[config.mk]
export PLATFORM = sky130hd
export DESIGN_NAME = pc_sequencer
export DESIGN_NICKNAME = d
export VERILOG_FILES = /design/src/rtl/pc_sequencer.sv
export SDC_FILE = /design/constraint.sdc
export NUM_CORES = 1
export LEC_CHECK = 0
export CELL_PAD_IN_SITES_DETAIL_PLACEMENT = 2
export CELL_PAD_IN_SITES_GLOBAL_PLACEMENT = 2
export CORE_MARGIN = 5
export CORE_UTILIZATION = 20
export CTS_CLUSTER_DIAMETER = 100
export DETAILED_ROUTE_END_ITERATION = 10
export GPL_ROUTABILITY_DRIVEN = 0
export PLACE_DENSITY = 0.87
export SETUP_SLACK_MARGIN = 0.05
export SYNTH_ARGS = -nofsm -noshare
export SYNTH_HDL_FRONTEND = slang
export SYNTH_SLANG_ARGS = --single-unit
[constraint.sdc]
create_clock -name clk -period 1.8 [get_ports clk]
set_input_delay 0.27 -clock clk [delete_from_list [all_inputs] [get_ports clk]]
set_output_delay 0.27 -clock clk [all_outputs]
set_load 0.05 [all_outputs]
[src/rtl/pc_sequencer.sv]
// pc_sequencer -- fetch-stage controller.
// Owns the fetch PC and the exception PC. Drives the next-PC mux select and
// keeps the minimal status/cause state needed for exception entry and eret.
//
// Ports:
//   clk, rst           rising-edge clock, synchronous active-high reset
//   stall_i            fetch hold (exceptions still accepted)
//   br_taken_i, j_i, jr_i, eret_i
//                      redirect requests, priority eret > jr > j > br
//   exc_req_i/exc_code_i/exc_pc_i
//                      synchronous exception, highest priority
//   int_req_i          level interrupt, gated by ie, ~exl and RUN state
//   sr_we_i/sr_ie_i    status (interrupt enable) write
//   pc_next_i          mux result for the select driven this cycle
//   pc_o, pc_inc_o     current word PC and PC+1 (mod 2^30)
//   pc_source_o        next-PC mux select, combinational
//   epc_o, cause_o, exl_o, ie_o
//                      exception state
//   flush_o            registered one-cycle kill of IF/ID after a redirect
module pc_sequencer #(
  parameter logic [31:0] RESET_PC = 32'h0000_3000
) (
  input  logic        clk,
  input  logic        rst,
  input  logic        stall_i,
  input  logic        br_taken_i,
  input  logic        j_i,
  input  logic        jr_i,
  input  logic        eret_i,
  input  logic        exc_req_i,
  input  logic [4:0]  exc_code_i,
  input  logic [29:0] exc_pc_i,
  input  logic        int_req_i,
  input  logic        sr_we_i,
  input  logic        sr_ie_i,
  input  logic [29:0] pc_next_i,
  output logic [29:0] pc_o,
  output logic [29:0] pc_inc_o,
  output logic [2:0]  pc_source_o,
  output logic [29:0] epc_o,
  output logic [4:0]  cause_o,
  output logic        exl_o,
  output logic        ie_o,
  output logic        flush_o
);
  // Next-PC mux select encodings
  localparam logic [2:0] PC_NORMAL = 3'd0;
  localparam logic [2:0] PC_ADD    = 3'd1;
  localparam logic [2:0] PC_J      = 3'd2;
  localparam logic [2:0] PC_JR     = 3'd3;
  localparam logic [2:0] PC_EPC    = 3'd4;
  localparam logic [2:0] PC_ERROR  = 3'd5;

  localparam logic [0:0] S_RUN   = 1'b0;
  localparam logic [0:0] S_FLUSH = 1'b1;

  logic [0:0]  state;
  logic [29:0] pc_q, epc_q;
  logic [4:0]  cause_q;
  logic        exl_q, ie_q, flush_q;
  logic        open_run, int_take, redirect;
  logic [2:0]  sel;

  // Non-exception requests are only looked at in RUN and when not stalled;
  // ignored requests are simply dropped, upstream re-presents them.
  assign open_run = (state == S_RUN) & ~stall_i;
  assign int_take = int_req_i & ie_q & ~exl_q & (state == S_RUN);

  always_comb begin
    sel = PC_NORMAL;
    if (exc_req_i)        sel = PC_ERROR;
    else if (open_run) begin
      if (int_take)       sel = PC_ERROR;
      else if (eret_i)    sel = PC_EPC;
      else if (jr_i)      sel = PC_JR;
      else if (j_i)       sel = PC_J;
      else if (br_taken_i) sel = PC_ADD;
    end
  end

  assign redirect = (sel != PC_NORMAL);

  always_ff @(posedge clk) begin
    if (rst) begin
      pc_q    <= RESET_PC[31:2];
      epc_q   <= '0;
      cause_q <= '0;
      exl_q   <= 1'b0;
      ie_q    <= 1'b0;
      flush_q <= 1'b0;
      state   <= S_RUN;
    end else begin
      // A stall freezes the PC except when an exception forces a redirect.
      if (redirect || !stall_i) pc_q <= pc_next_i;
      state   <= redirect ? S_FLUSH : S_RUN;
      flush_q <= redirect;
      if (exc_req_i) begin
        epc_q   <= exc_pc_i;
        cause_q <= exc_code_i;
        exl_q   <= 1'b1;
      end else if (sel == PC_ERROR) begin
        // interrupt: resume at the instruction that was about to be fetched
        epc_q   <= pc_q;
        cause_q <= 5'd0;
        exl_q   <= 1'b1;
      end else if (sel == PC_EPC) begin
        exl_q   <= 1'b0;
      end
      if (sr_we_i) ie_q <= sr_ie_i;
    end
  end

  assign pc_o        = pc_q;
  assign pc_inc_o    = pc_q + 30'd1;
  assign pc_source_o = sel;
  assign epc_o       = epc_q;
  assign cause_o     = cause_q;
  assign exl_o       = exl_q;
  assign ie_o        = ie_q;
  assign flush_o     = flush_q;
endmodule

==> results summary <==
The initial antenna violation count is 0. Sorting the synthesized cells by how often they occur yields sky130_fd_sc_hd__nand2_1, sky130_fd_sc_hd__dfxtp_1, sky130_fd_sc_hd__nor2_1, sky130_fd_sc_hd__a21oi_1, sky130_fd_sc_hd__a222oi_1. Measured against the total synthesized area, the mux share comes to 0.003226. Counting flops and latches in the post-synthesis netlist gives 68.

The worst setup path is captured at an output port. The area fraction of the dominant cell type after synthesis came out at 0.4387. The fraction of the mapped netlist area in simple logic gates is 0.2585. After detailed routing, the average wire length per cell comes to between 20 and 25 µm. The xor/xnor share of the synthesized area is 0.07903. The number of different library cells in the post-synthesis netlist came out at 38. The DRC marker count from the first detailed-route iteration came out at 190. The worst path setup slack after routing is -419.6 ps. The critical path in this run is classified as register to output port. The reg-to-reg setup timing slack came out at 140 ps. Yosys attributes the largest share of cell area to sky130_fd_sc_hd__dfxtp_1, sky130_fd_sc_hd__a222oi_1, sky130_fd_sc_hd__nand2_1. The startpoint class of the critical path is a register. The adder-cell share of the synthesized area is 0.004032. The net switching power of the design came out at around 1.7 mW. The initialized floorplan defines between 40 and 50 standard-cell rows. The overall overflow remaining after global route is 0. The tightest min-delay check is of the input port to register type. The maximum fanout count along the critical path is 5. The slew at the pin closest to its max-slew limit is 528.5 ps. The switching share of power came out at 0.3320.

The latest clock arrival within the worst-skew pair is around 340 ps. The number of flops mapped to enable cells by yosys is 0. The warning count from the yosys run came out at 0. The wire length of the first global-routing pass came out at about 28000 µm. The critical path data required time came out at between 1500 and 2000 ps. The commonest register cell after synthesis is sky130_fd_sc_hd__dfxtp_1. From synthesis to final layout, the design area changed by 126.6%.

The fraction of power consumed by combinational cells came out at 0.311. The beginning of the worst register-to-register path is state. The number of levels in the clock H-tree is 3. The count of final hold-check violations came out at 0. The post-synthesis average cell area came out at approximately 8.6 µm².

The portion of the post-synthesis area used by sequential elements came out at 0.4387. The post-route clock skew came out at between 8 and 9 ps. In this run the power density over the cells is 722.9 nW/µm². The share of the synthesized area in compound gates (AO/OA/AOI/OAI) came out at 0.1714. The antenna violation net count after detailed routing came out at 0. The worst-case headroom to the max-slew limit came out at 0.6491. The number of vias per cell came out at 4.964.

The root buffer selected by CTS is sky130_fd_sc_hd__clkbuf_16. The power share of the sequential group came out at 0.328. After synthesis, the share of flip-flops with an asynchronous set or reset is 0. From bottom edge to top edge, the die measures approximately 130 µm. Wires add up to about 18000 µm. The fmax is between 0.4 and 0.5 GHz. In this run the static leakage power is between 3 and 4 nW. The net count after synthesis came out at ~440. Measured along the x axis, the die boundary spans 134.6 µm. The total clock buffers created by CTS came out at 9. The most critical setup path has its startpoint at pc_o[1]. The ratio of cells with drive above 1 in the final layout is 0.4362. At the end of the flow the core is filled with cells to 0.4625. IR analysis of the VDD net gives a maximum drop of approximately 380 µV.

The critical path capture point is pc_inc_o[28]. The netlist area before placement is 3103 µm². After clock tree synthesis, the flow added hold-fix buffers numbering 0.

0 antenna diodes ended up in the layout. The post-route minimum period is 2220 ps. The initial cell density of the core is 0.2041. The via count of the first global-routing pass came out at 4441. Summed over all nets, the half-perimeter wirelength after detailed placement is 13610 µm. After technology mapping, the gate count stands at ~360.

The final routed DRC violation total is 0. sky130_fd_sc_hd__dfxtp_1 takes more of the synthesized area than any other cell. The final setup violation count came out at 26. The total routing usage reported by global routing is 0.1998. The die covers between 15000 and 20000 µm². Prior to clock tree synthesis, the placed netlist has a worst setup slack of -183.7 ps. The worst register-to-register path ends at epc_o[10]. 177 I/O pins were placed. The run finished, with violations left. Cell internal power was estimated by the tool at between 3 and 4 mW. The number of max-slew violations in the final report is 0. For the final routed database, the setup TNS stands at -7247 ps. The total clock sinks is between 60 and 70. sky130_fd_sc_hd__nand2_1 is the most common cell in the netlist. The number of nets in the finished design came out at 668. The largest family of logic cells by synthesized area is simple AND/OR/NAND/NOR gates.

The fraction of power consumed by the clock network is 0.361. Setup repair after global routing could not meet its margin everywhere. The core box area is ~15000 µm².

The worst register-to-register path has a depth of 6. The detailed router placed around 4000 vias in this run. The count of input and output buffers came out at 176. The clock transition at the registers of the reported paths came out at around 60 ps. The sum of internal, switching and leakage power came out at approximately 5.1 mW.

The final reports fail on negative setup slack. TritonCTS built the clock tree. The total of max-cap violations came out at 0.

Data arrives at the worst endpoint at just under 2000 ps. The pre-antenna-repair detailed-routing pass consisted of 6 iterations. The largest net degree at the start of global routing is 36. The buffer depth of the longest clock path came out at 2.

Dividing the final minimum period by the clock period gives 1.233.
-- metal layers --
metal  share of wire  GRT usage
met1            0.38     0.2225
met2            0.54     0.3737
met3           0.059    0.05291
met4           0.019    0.05486
met5               0          0
-- flip-flops by register name, indices dropped and copies added (netlist names) --
| signal | count |
|---|---|
| pc_o | 30 |
| ie_o | 1 |
| exl_o | 1 |
| state | 1 |
| cause_o | 5 |
| epc_o | 30 |
-- power groups by stage --
stage | Sequential (mW) | Combinational [mW] | Clock, mW
2_1_floorplan | 2.05 | 0.457 | 0
3_3_place_gp | 1.69 | 1.52 | 0
3_5_place_dp | 1.70 | 1.57 | 0
4_1_cts | 1.67 | 1.58 | 1.88
5_1_grt | 1.68 | 1.65 | 1.95
6_report | 1.67 | 1.58 | 1.84
-- cell type report --
| cell class | instances | area [µm²] |
|---|---|---|
| fill | 1537 | 8172 |
| sequential | 68 | 1466 |
| inverter | 3 | 11.26 |
| multi-input combinational | 262 | 2399 |
| timing repair buffer | 247 | 2620 |
| tap | 188 | 235.2 |
| clock buffer | 14 | 264.0 |
| clock inverter | 2 | 35.03 |
-- worst max-delay path, stage by stage, from the launching register on --
cell                      delay, ps
sky130_fd_sc_hd__dfxtp_4        380
sky130_fd_sc_hd__ha_4           150
sky130_fd_sc_hd__nand3_4         90
sky130_fd_sc_hd__or2_4          270
sky130_fd_sc_hd__nor4_4         310
sky130_fd_sc_hd__xor2_4         230
sky130_fd_sc_hd__buf_12         160
-- how the worst min path moves through the flow --
stage                  start   endpoint  slack (ps)  cells after the start
6_report                 rst  epc_o[29]         340                      2
2_1_floorplan  pc_next_i[10]   pc_o[10]         390                      2
3_3_place_gp        pc_o[27]   pc_o[27]         460                      2
4_1_cts                  rst  epc_o[16]         320                      2
3_5_place_dp        pc_o[27]   pc_o[27]         480                      2
5_1_grt                  rst  epc_o[29]         340                      2
-- cell families (layout without fill, tap and decap cells) --
family | count (synthesis) | after routing
buffers and inverters | 29 | 266
flip-flops | 68 | 68
multiplexers | 1 | 1
adder cells (fa/ha/maj) | 1 | 1
AND/OR/NAND/NOR | 161 | 161
AO/OA/AOI/OAI | 71 | 71
XOR/XNOR | 28 | 28
-- cell usage in the layout (no fill, tap or decap), types with 17 or more instances in the layout --
| master | n |
|---|---|
| sky130_fd_sc_hd__clkdlybuf4s50_1 | 70 |
| sky130_fd_sc_hd__dfxtp_1 | 36 |
| sky130_fd_sc_hd__dfxtp_4 | 26 |
| sky130_fd_sc_hd__a222oi_1 | 30 |
| sky130_fd_sc_hd__buf_4 | 87 |
| sky130_fd_sc_hd__nor2_1 | 38 |
| sky130_fd_sc_hd__nand2_1 | 65 |
| sky130_fd_sc_hd__a21oi_1 | 30 |
| sky130_fd_sc_hd__xnor2_4 | 17 |
| sky130_fd_sc_hd__buf_12 | 40 |
| sky130_fd_sc_hd__dlygate4sd2_1 | 36 |
-- metrics by stage --
stage               std cells  hold slack [ps]  cell area [µm²]
finish                    784            335.2             7030
detailed placement        751            479.8             6311
CTS                       777            317.8             6827
global placement          751            460.1             6311
global route              784            342.8             7030
floorplan                 359            393.5             3727
-- timing repair --
action | CTS | global route
setup endpoints to repair | 64 | 31
pin swaps | 26 | 29
gates resized for setup | 75 | 30
buffers inserted | 10 | 12
(Power assumes the default switching activity.)
